**src/rtl/leitura_matr_pkg.sv**
```systemverilog
// ---------------------------------------------------------------------------
// pkg_parque
// Definitions shared by the parking controller blocks: the entry-side writer,
// the plate store and the exit-side reader (leitura_matr).
//   MATR_W            : width of a licence plate word
//   DIA_W             : width of the day-of-week field
//   estado_leitura_t  : state encoding of the exit-side plate reader
// ---------------------------------------------------------------------------
package pkg_parque;

  localparam int MATR_W = 24;
  localparam int DIA_W  = 3;

  typedef enum logic [2:0] {
    IDLE,
    LER,
    COMP,
    LIMPA,
    ABRE,
    FALHA
  } estado_leitura_t;

endpackage

```
**src/rtl/leitura_matr_temporizador.sv**
```systemverilog
// ---------------------------------------------------------------------------
// temporizador_barreira
// Loadable down-counter that times how long a barrier stays open. It is used
// by the exit reader and also by the entry side.
//   clk, rst_n : clock, asynchronous active-low reset
//   load       : load load_val into the counter (has priority over dec)
//   dec        : decrement by one; the counter saturates at zero
//   load_val   : value loaded on load
//   count      : current counter value
//   zero       : high while the counter is zero
// ---------------------------------------------------------------------------
module temporizador_barreira #(
  parameter int T_MAX = 16,
  parameter int W     = $clog2(T_MAX + 1)
) (
  input  logic         clk,
  input  logic         rst_n,
  input  logic         load,
  input  logic         dec,
  input  logic [W-1:0] load_val,
  output logic [W-1:0] count,
  output logic         zero
);

  logic [W-1:0] cnt_q;
  logic [W-1:0] cnt_d;

  // Next count: a load overrides a decrement, and a decrement at zero is
  // dropped so the counter can never wrap to its maximum.
  always_comb begin
    cnt_d = cnt_q;
    if (load) begin
      cnt_d = load_val;
    end else if (dec && (cnt_q != '0)) begin
      cnt_d = cnt_q - W'(1);
    end
  end

  always_ff @(posedge clk or negedge rst_n) begin
    if (!rst_n) begin
      cnt_q <= '0;
    end else begin
      cnt_q <= cnt_d;
    end
  end

  assign count = cnt_q;
  assign zero  = (cnt_q == '0);

endmodule

```
**src/rtl/leitura_matr.sv**
```systemverilog
// ---------------------------------------------------------------------------
// leitura_matr
// Exit-side plate reader. On an exit request it scans the plate store slot by
// slot through a synchronous read port (one cycle of read latency). The first
// valid slot holding the plate is invalidated, a fine is flagged when the entry
// day differs from the current day, and the exit barrier is held open for
// T_ABERTA cycles. If no slot matches, NaoEncontrada pulses for one cycle.
//   CLK, RST_N          : clock, asynchronous active-low reset
//   Matricula, Dia      : plate and current day, captured on accept
//   MatrVal             : exit request, only looked at while idle
//   Rd_En, Rd_Addr      : store read request
//   Rd_Data, Rd_Valid,
//   Rd_Dia              : store read response, valid the cycle after Rd_En
//   Clr_En, Clr_Addr    : one-cycle slot invalidate
//   Ocupado             : request in progress
//   Barreira2           : exit barrier open
//   Multa               : one-cycle fine pulse
//   NaoEncontrada       : one-cycle plate-not-found pulse
// ---------------------------------------------------------------------------
module leitura_matr
  import pkg_parque::*;
#(
  parameter int N_LUG    = 8,
  parameter int AW       = 3,
  parameter int T_ABERTA = 16
) (
  input  logic              CLK,
  input  logic              RST_N,
  input  logic [MATR_W-1:0] Matricula,
  input  logic              MatrVal,
  input  logic [DIA_W-1:0]  Dia,
  output logic              Rd_En,
  output logic [AW-1:0]     Rd_Addr,
  input  logic [MATR_W-1:0] Rd_Data,
  input  logic              Rd_Valid,
  input  logic [DIA_W-1:0]  Rd_Dia,
  output logic              Clr_En,
  output logic [AW-1:0]     Clr_Addr,
  output logic              Ocupado,
  output logic              Barreira2,
  output logic              Multa,
  output logic              NaoEncontrada
);

  localparam int TW = $clog2(T_ABERTA + 1);

  estado_leitura_t   estado_q, estado_d;
  logic [MATR_W-1:0] matr_q, matr_d;
  logic [DIA_W-1:0]  dia_q, dia_d;
  logic [AW-1:0]     idx_q, idx_d;
  logic [AW-1:0]     hit_q, hit_d;
  logic [DIA_W-1:0]  dia_hit_q, dia_hit_d;

  logic              tmr_load;
  logic              tmr_dec;
  logic [TW-1:0]     tmr_count;
  logic              tmr_zero;

  temporizador_barreira #(
    .T_MAX (T_ABERTA),
    .W     (TW)
  ) u_tmr (
    .clk      (CLK),
    .rst_n    (RST_N),
    .load     (tmr_load),
    .dec      (tmr_dec),
    .load_val (TW'(T_ABERTA)),
    .count    (tmr_count),
    .zero     (tmr_zero)
  );

  // Next-state and output decode. Every strobe is a pure function of the
  // current state, so none can leak into another state and an asynchronous
  // reset drops them (and the barrier) immediately.
  always_comb begin
    estado_d      = estado_q;
    matr_d        = matr_q;
    dia_d         = dia_q;
    idx_d         = idx_q;
    hit_d         = hit_q;
    dia_hit_d     = dia_hit_q;
    tmr_load      = 1'b0;
    tmr_dec       = 1'b0;

    Rd_En         = (estado_q == LER);
    Rd_Addr       = idx_q;
    Clr_En        = (estado_q == LIMPA);
    Clr_Addr      = hit_q;
    Multa         = (estado_q == LIMPA) && (dia_hit_q != dia_q);
    Barreira2     = (estado_q == ABRE);
    NaoEncontrada = (estado_q == FALHA);
    Ocupado       = (estado_q != IDLE);

    case (estado_q)
      IDLE: begin
        if (MatrVal) begin
          matr_d   = Matricula;
          dia_d    = Dia;
          idx_d    = '0;
          estado_d = LER;
        end
      end
      LER: begin
        estado_d = COMP;
      end
      COMP: begin
        // An empty slot never matches, whatever stale plate it still holds.
        if (Rd_Valid && (Rd_Data == matr_q)) begin
          hit_d     = idx_q;
          dia_hit_d = Rd_Dia;
          estado_d  = LIMPA;
        end else if (idx_q == AW'(N_LUG - 1)) begin
          estado_d = FALHA;
        end else begin
          idx_d    = idx_q + AW'(1);
          estado_d = LER;
        end
      end
      LIMPA: begin
        tmr_load = 1'b1;
        estado_d = ABRE;
      end
      ABRE: begin
        // The timer enters ABRE holding T_ABERTA, so leaving on the cycle it
        // reads 1 keeps the barrier up for exactly T_ABERTA cycles.
        tmr_dec = !tmr_zero;
        if (tmr_count <= TW'(1)) begin
          estado_d = IDLE;
        end
      end
      FALHA: begin
        estado_d = IDLE;
      end
      default: begin
        estado_d = IDLE;
      end
    endcase
  end

  always_ff @(posedge CLK or negedge RST_N) begin
    if (!RST_N) begin
      estado_q  <= IDLE;
      matr_q    <= '0;
      dia_q     <= '0;
      idx_q     <= '0;
      hit_q     <= '0;
      dia_hit_q <= '0;
    end else begin
      estado_q  <= estado_d;
      matr_q    <= matr_d;
      dia_q     <= dia_d;
      idx_q     <= idx_d;
      hit_q     <= hit_d;
      dia_hit_q <= dia_hit_d;
    end
  end

endmodule

```
**config.mk**
```make
export PLATFORM = sky130hd
export DESIGN_NAME = leitura_matr
export DESIGN_NICKNAME = d
export VERILOG_FILES = /design/src/rtl/leitura_matr_pkg.sv /design/src/rtl/leitura_matr_temporizador.sv /design/src/rtl/leitura_matr.sv
export SDC_FILE = /design/constraint.sdc
export NUM_CORES = 1
export LEC_CHECK = 0
export ABC_CLOCK_PERIOD_IN_PS = 4800
export CAP_MARGIN = 20
export CELL_PAD_IN_SITES_DETAIL_PLACEMENT = 1
export CELL_PAD_IN_SITES_GLOBAL_PLACEMENT = 2
export CORE_ASPECT_RATIO = 1.5
export CORE_MARGIN = 2
export CORE_UTILIZATION = 32
export CTS_CLUSTER_SIZE = 30
export DETAILED_ROUTE_END_ITERATION = 8
export MAX_ROUTING_LAYER = met4
export PLACE_DENSITY_LB_ADDON = 0.1
export SYNTH_ARGS = -nofsm -noshare
export SYNTH_HDL_FRONTEND = slang
export SYNTH_SLANG_ARGS = --single-unit
```
**constraint.sdc**
```tcl
create_clock -name CLK -period 4.8 [get_ports CLK]
set_input_delay 0.96 -clock CLK [delete_from_list [all_inputs] [get_ports CLK]]
set_output_delay 0.96 -clock CLK [all_outputs]
set_load 0.02 [all_outputs]
```
Yosys cells after proc, flatten, opt, wreduce, memory -nomap -nowiden
Index checks and enable logic that the tools add are counted.
- bits in registers: 44
- input port bits: 58
- output and inout bits: 12
- word-level logic and storage cells: 49
- add/sub/neg operators: 2
- magnitude comparators: 1
- eq/ne operators: 12
- multiplexer cells: 13
- reductions and logical operators: 14
- operator list (kind ; count):
    equality test 24 bit ; 1
    2-to-1 mux 3 bit ; 7
    case mux 3 bit (5 select lines) ; 1
    2-to-1 mux 5 bit ; 2
    equality test 3 bit (second input constant) ; 3
    equality test 3 x 2 -> 1 bit (second input constant) ; 2
    != test 2 bit (second input constant) ; 3
    case mux 3 bit (2 select lines) ; 1
    AND reduction 2 bit ; 3
    <= comparator 5 x 1 -> 1 bit (second input constant) ; 1
    logical NOT 5 bit ; 1
    nonzero test 5 bit ; 1
    subtractor 5 x 1 -> 5 bit (second input constant) ; 1
    AND reduction 4 bit ; 1
    nonzero test 2 bit ; 2
    adder 3 x 1 -> 3 bit (second input constant) ; 1
    equality test 3 x 1 -> 1 bit (second input constant) ; 1
    logical AND 1 bit ; 3
    logical NOT 3 bit ; 1
    != test 3 bit ; 1
    nonzero test 3 bit ; 1
    2-to-1 mux 1 bit ; 2
    != test 2 x 1 -> 1 bit (second input constant) ; 1
    logical NOT 1 bit ; 1

Longest topological paths before layout
- depth in word-level cells: 6
- depth in mapped cells: 6
- gate-level depth less buffers: 6

Modules after synthesis
A second synthesis with hierarchy kept.
- cells, all modules: 182
- area total of the unflattened synthesis: 2250.9 um2
- modules (own cells, without submodules) (module ; times used ; cells each ; area an instance (um2)):
    leitura_matr ; 1 ; 150 ; 1946.9
    temporizador_barreira ; 1 ; 32 ; 304.0

Worst setup path before layout
No wires, ideal clock.
- path kind: in2reg
- start point: input Rd_Data[6]
- end point: register estado_q[2]
- setup time: 0.126 ns
- data arrival time: 2.193 ns
- data required time: 4.674 ns
- path slack: 2.480 ns
- cell stages on the path: 5
- path through: xnor2_1 nand4_1 nor4_4 nand3_2 a311o_1
- word-level cells in the longest chain between the ends: 4
- ends and longest elaborated chain (element ; line ; RTL):
    from (decl) ; leitura_matr.sv:34 ; input logic [MATR_W-1:0] Rd_Data,
    equality test 24 bit ; leitura_matr.sv:108 ; if (Rd_Valid && (Rd_Data == matr_q)) begin
    logical AND 1 bit ; leitura_matr.sv:108 ;
    2-to-1 mux 3 bit ; leitura_matr.sv:108 ;
    case mux 3 bit (5 select lines) ; leitura_matr.sv:94 ; case (estado_q)
    to (signal assigned) ; leitura_matr.sv:149 ; estado_q <= estado_d;
    to (decl) ; leitura_matr.sv:47 ; estado_leitura_t estado_q, estado_d;
Every way passes these cells.
A chain may end at the register's enable or synchronous reset.

Worst setup path after layout
- start point: register estado_q[1]
- end point: output Clr_En
- word-level cells in the longest chain between the ends: 1
- ends and longest elaborated chain (element ; line ; RTL):
    equality test 3 x 2 -> 1 bit ; leitura_matr.sv:87 ; Clr_En = (estado_q == LIMPA);
    to (decl) ; leitura_matr.sv:37 ; output logic Clr_En,
Every way passes these cells.

==> impl_table.tex <==
\begin{tabular}{lr}
\hline
Metric & Value \\
\hline
\multicolumn{2}{l}{\textbf{Worst setup path}} \\
Worst Path Class, Setup & flop to output port \\
Data required, critical path & between 3 and 4 ns \\
Critical Path Sink Type & output port \\
Setup crit start kind & flop \\
Arrival time at the worst endpoint & slightly below 2 ns \\
Biggest fanout along the worst timing path & 8 \\
\multicolumn{2}{l}{\textbf{Logic synthesis}} \\
Synth area leaders & sky130\_fd\_sc\_hd\_\_dfrtp\_1 (50\%), sky130\_fd\_sc\_hd\_\_mux2\_2 (16\%), sky130\_fd\_sc\_hd\_\_xnor2\_1 (9.6\%) \\
Distinct cells, synth & 34 \\
Synthesized Nets & 238 \\
Combined area of all synthesized cells & approximately 2200 um2 \\
Proportion of netlist area held by the largest area contributor & 0.501 \\
Most repeated cell in the gate-level netlist after synthesis & sky130\_fd\_sc\_hd\_\_dfrtp\_1 \\
Share of flip-flops with an asynchronous set or reset after synthesis & 1.00 \\
Top cells by count, synth & sky130\_fd\_sc\_hd\_\_dfrtp\_1 (44), sky130\_fd\_sc\_hd\_\_mux2\_2 (32), sky130\_fd\_sc\_hd\_\_xnor2\_1 (24) \\
Biggest area consumer among synthesized cells & sky130\_fd\_sc\_hd\_\_dfrtp\_1 \\
Number of warnings issued by yosys & 0 \\
Prevailing post-synth register cell & sky130\_fd\_sc\_hd\_\_dfrtp\_1 \\
Gate count after technology mapping & $\sim$180 \\
Number of enable-type register cells in the synthesized netlist & 0 \\
Synthesized area per cell & 12.6 um2 \\
Share of the yosys chip area belonging to registers & 0.501 \\
Number of synthesized register bits & 44 \\
\multicolumn{2}{l}{\textbf{Power and ir drop}} \\
Clock share of power & 0.178 \\
Combinational cell fraction of total power & 0.414 \\
Net switching fraction of the power & 0.337 \\
Switching power of the nets & between 500 and 600 uW \\
Design internal power & between 1 and 1.5 mW \\
Static leakage power & 1.30 nW \\
Share of power burned in registers & 0.408 \\
Worst supply voltage drop on vdd & between 0.2 and 0.25 mV \\
Power density over the cells & a little over 500 nW/um2 \\
\multicolumn{2}{l}{\textbf{Route}} \\
Avg Vias per Cell & around 4.9 \\
Post-detailed-route wirelength per cell & around 16 um \\
Overall via count from detail\_route & about 1.6k \\
\# DRC & 0 \\
Detail Route Antenna Nets & 0 \\
DRC violation total after the first TritonRoute iteration & 21 \\
Drt total wl & a little over 5000 um \\
Number of detailed-route iterations in the first pass & 4 \\
\multicolumn{2}{l}{\textbf{Cells and area}} \\
Net count reported at finish & roughly 310 \\
Design area & just over 3000 um2 \\
Fraction of layout instances using a drive strength above 1 & 0.199 \\
Number of antenna repair diodes & 0 \\
Layout area overhead & 41.1\% \\
\multicolumn{2}{l}{\textbf{Clock network}} \\
Count of buffers added by post-CTS timing repair for setup & 0 \\
Clk sinks & 44 \\
Clock buffer count from CTS & 5 \\
Maximum clock path buffer count & 2 \\
Max H-tree Level & 2 \\
TritonCTS clock tree & done \\
Post-cts repair resize count & 0 \\
Insertion delay of the later-clocked pin in the worst-skew pair & 0.29 ns \\
Clk slew on worst S/H paths & approximately 0.09 ns \\
Hold-fix buffers, CTS & 0 \\
Master cell of the clock root buffer & sky130\_fd\_sc\_hd\_\_clkbuf\_8 \\
\multicolumn{2}{l}{\textbf{Place}} \\
Number of port buffers & around 70 \\
Half-perimeter wire length after detailed placement & 4030 um \\
Placer's final routability congestion estimate & between 0.7 and 0.8 \\
Cell area reported after detailed placement & 2970 um2 \\
\multicolumn{2}{l}{\textbf{Die}} \\
Die area & 7570 um2 \\
Number of top-level design ports & 70 \\
Chip width & about 72 um \\
Vertical extent of the die & roughly 110 um \\
Initial core utilization & 0.325 \\
Core Area & slightly below 7000 um2 \\
Number of core rows & 37 \\
\multicolumn{2}{l}{\textbf{Timing}} \\
Final-report max-slew violation count & 0 \\
Max Clock Freq & between 0.3 and 0.4 GHz \\
Hold slack & 0.511 ns \\
Minimum period implied by the final worst setup slack & 2.93 ns \\
Setup repair after global routing missed its margin & no \\
Final total negative setup slack & 0 ns \\
Final period util & 0.610 \\
Final worst clock skew & around 0.0036 ns \\
Slew @ Worst Pin & around 0.82 ns \\
Number of failing setup endpoints in the final timing report & 0 \\
Headroom to the max-slew limit & 0.455 \\
Number of hold violations in the final report & 0 \\
\multicolumn{2}{l}{\textbf{Global route}} \\
Overall Global Routing Usage & 0.149 \\
Pin count of the biggest net entering global routing & 45 \\
Initial antenna violation count & 0 \\
Via count of the first global-routing pass & approximately 1.8k \\
GRT Residual Overflow & 0 \\
First-pass GRT wire length & between 8000 and 9000 um \\
\multicolumn{2}{l}{\textbf{Worst hold path}} \\
Hold Crit Class & flop to flop \\
\multicolumn{2}{l}{\textbf{Outcome}} \\
Outcome & finished, final reports clean \\
\multicolumn{2}{l}{\textbf{Run}} \\
Max Cap Viol & 0 \\
\hline
\end{tabular}
per-stage QoR:
| step | cells | total power, mW | setup slack, ns | util |
|---|---|---|---|---|
| 6_report | 329 | 1.60 | 1.87 | 0.459 |
| 5_1_grt | 329 | 1.72 | 1.74 | 0.459 |
| 4_1_cts | 328 | 1.63 | 1.82 | 0.456 |
| 3_5_place_dp | 320 | 1.34 | 1.81 | 0.440 |
| 3_3_place_gp | 320 | 1.33 | 1.83 | 0.440 |
| 2_1_floorplan | 175 | 1.11 | 2.48 | - |
layout make-up:
| cell class | instances | area (um2) |
|---|---|---|
| inverters | 6 | 22.5 |
| clock buffers | 5 | 68.8 |
| well taps | 78 | 97.6 |
| multi-input cells | 123 | 1070 |
| fillers | 730 | 3650 |
| repair buffers | 70 | 706 |
| flip-flops and latches | 44 | 1100 |
| clock inverters | 3 | 42.5 |
logic make-up after synthesis:
| logic type | share of synthesized area |
|---|---|
| muxes | 0.178 |
| and+or+nand+nor | 0.108 |
| buffers and inverters | 0.0148 |
| DFF | 0.501 |
| adders and majority gates | 0.0284 |
| xor gates and xnor gates | 0.119 |
| AOI/OAI and AO/OA | 0.0506 |
power groups by stage:
stage / Clock [mW] / Sequential [mW] / Combinational, mW
CTS: 0.296 / 0.658 / 0.678
floorplan: 0 / 0.640 / 0.473
global placement: 0 / 0.662 / 0.665
finish: 0.284 / 0.652 / 0.661
global route: 0.313 / 0.678 / 0.733
detailed placement: 0 / 0.666 / 0.675
critical path: stages, from the launching register on:
cell                              delay (ns)
sky130_fd_sc_hd__dfrtp_1                0.45
sky130_fd_sc_hd__nor2b_1                0.22
sky130_fd_sc_hd__nand2_1                0.16
sky130_fd_sc_hd__inv_1                  0.20
sky130_fd_sc_hd__clkdlybuf4s50_1        0.64
worst paths after layout:
check,from,endpoint,slack (ns),cells after the start
setup / recovery,estado_q[1],Clr_En,1.87,4
hold / removal,matr_q[15],matr_q[15],0.51,1
setup reg to reg,estado_q[1],matr_q[9],2.72,3
hold reg to reg,matr_q[15],matr_q[15],0.51,1
max in group asynchronous,RST_N,Rd_Addr[1],3.75,2
min in group asynchronous,RST_N,matr_q[7],0.57,1
per-layer routing:
layer,GRT usage,vias to the layer above,part of all wire
met4,0.0526,0,0.021
met2,0.272,53,0.57
met5,-,-,0
li1,-,764,-
met1,0.158,784,0.36
met3,0.0249,6,0.048
cells in the final DEF, fill, tap and decap left out, types with 2 or more instances in the layout:
cell type                         instances
sky130_fd_sc_hd__xor2_1                   6
sky130_fd_sc_hd__a21oi_1                  2
sky130_fd_sc_hd__mux2_2                  32
sky130_fd_sc_hd__clkdlybuf4s50_1         68
sky130_fd_sc_hd__a31o_2                   2
sky130_fd_sc_hd__inv_1                    6
sky130_fd_sc_hd__clkbuf_8                 5
sky130_fd_sc_hd__a32o_1                   3
sky130_fd_sc_hd__mux2i_1                  2
sky130_fd_sc_hd__nor3_1                   5
sky130_fd_sc_hd__xnor2_1                 24
sky130_fd_sc_hd__nand4_1                  5
sky130_fd_sc_hd__ha_1                     5
sky130_fd_sc_hd__nand2_1                  8
sky130_fd_sc_hd__dfrtp_1                 44
sky130_fd_sc_hd__nor2_1                   8
sky130_fd_sc_hd__and3_1                   3
flip-flops by register name, indices dropped and copies added, names as in the netlist:
signal / cells
dia_hit_q: 3
dia_q: 3
estado_q: 3
Clr_Addr: 3
matr_q: 24
Rd_Addr: 3
u_tmr.count: 5
No activity file was read; power rests on OpenSTA's default activity.
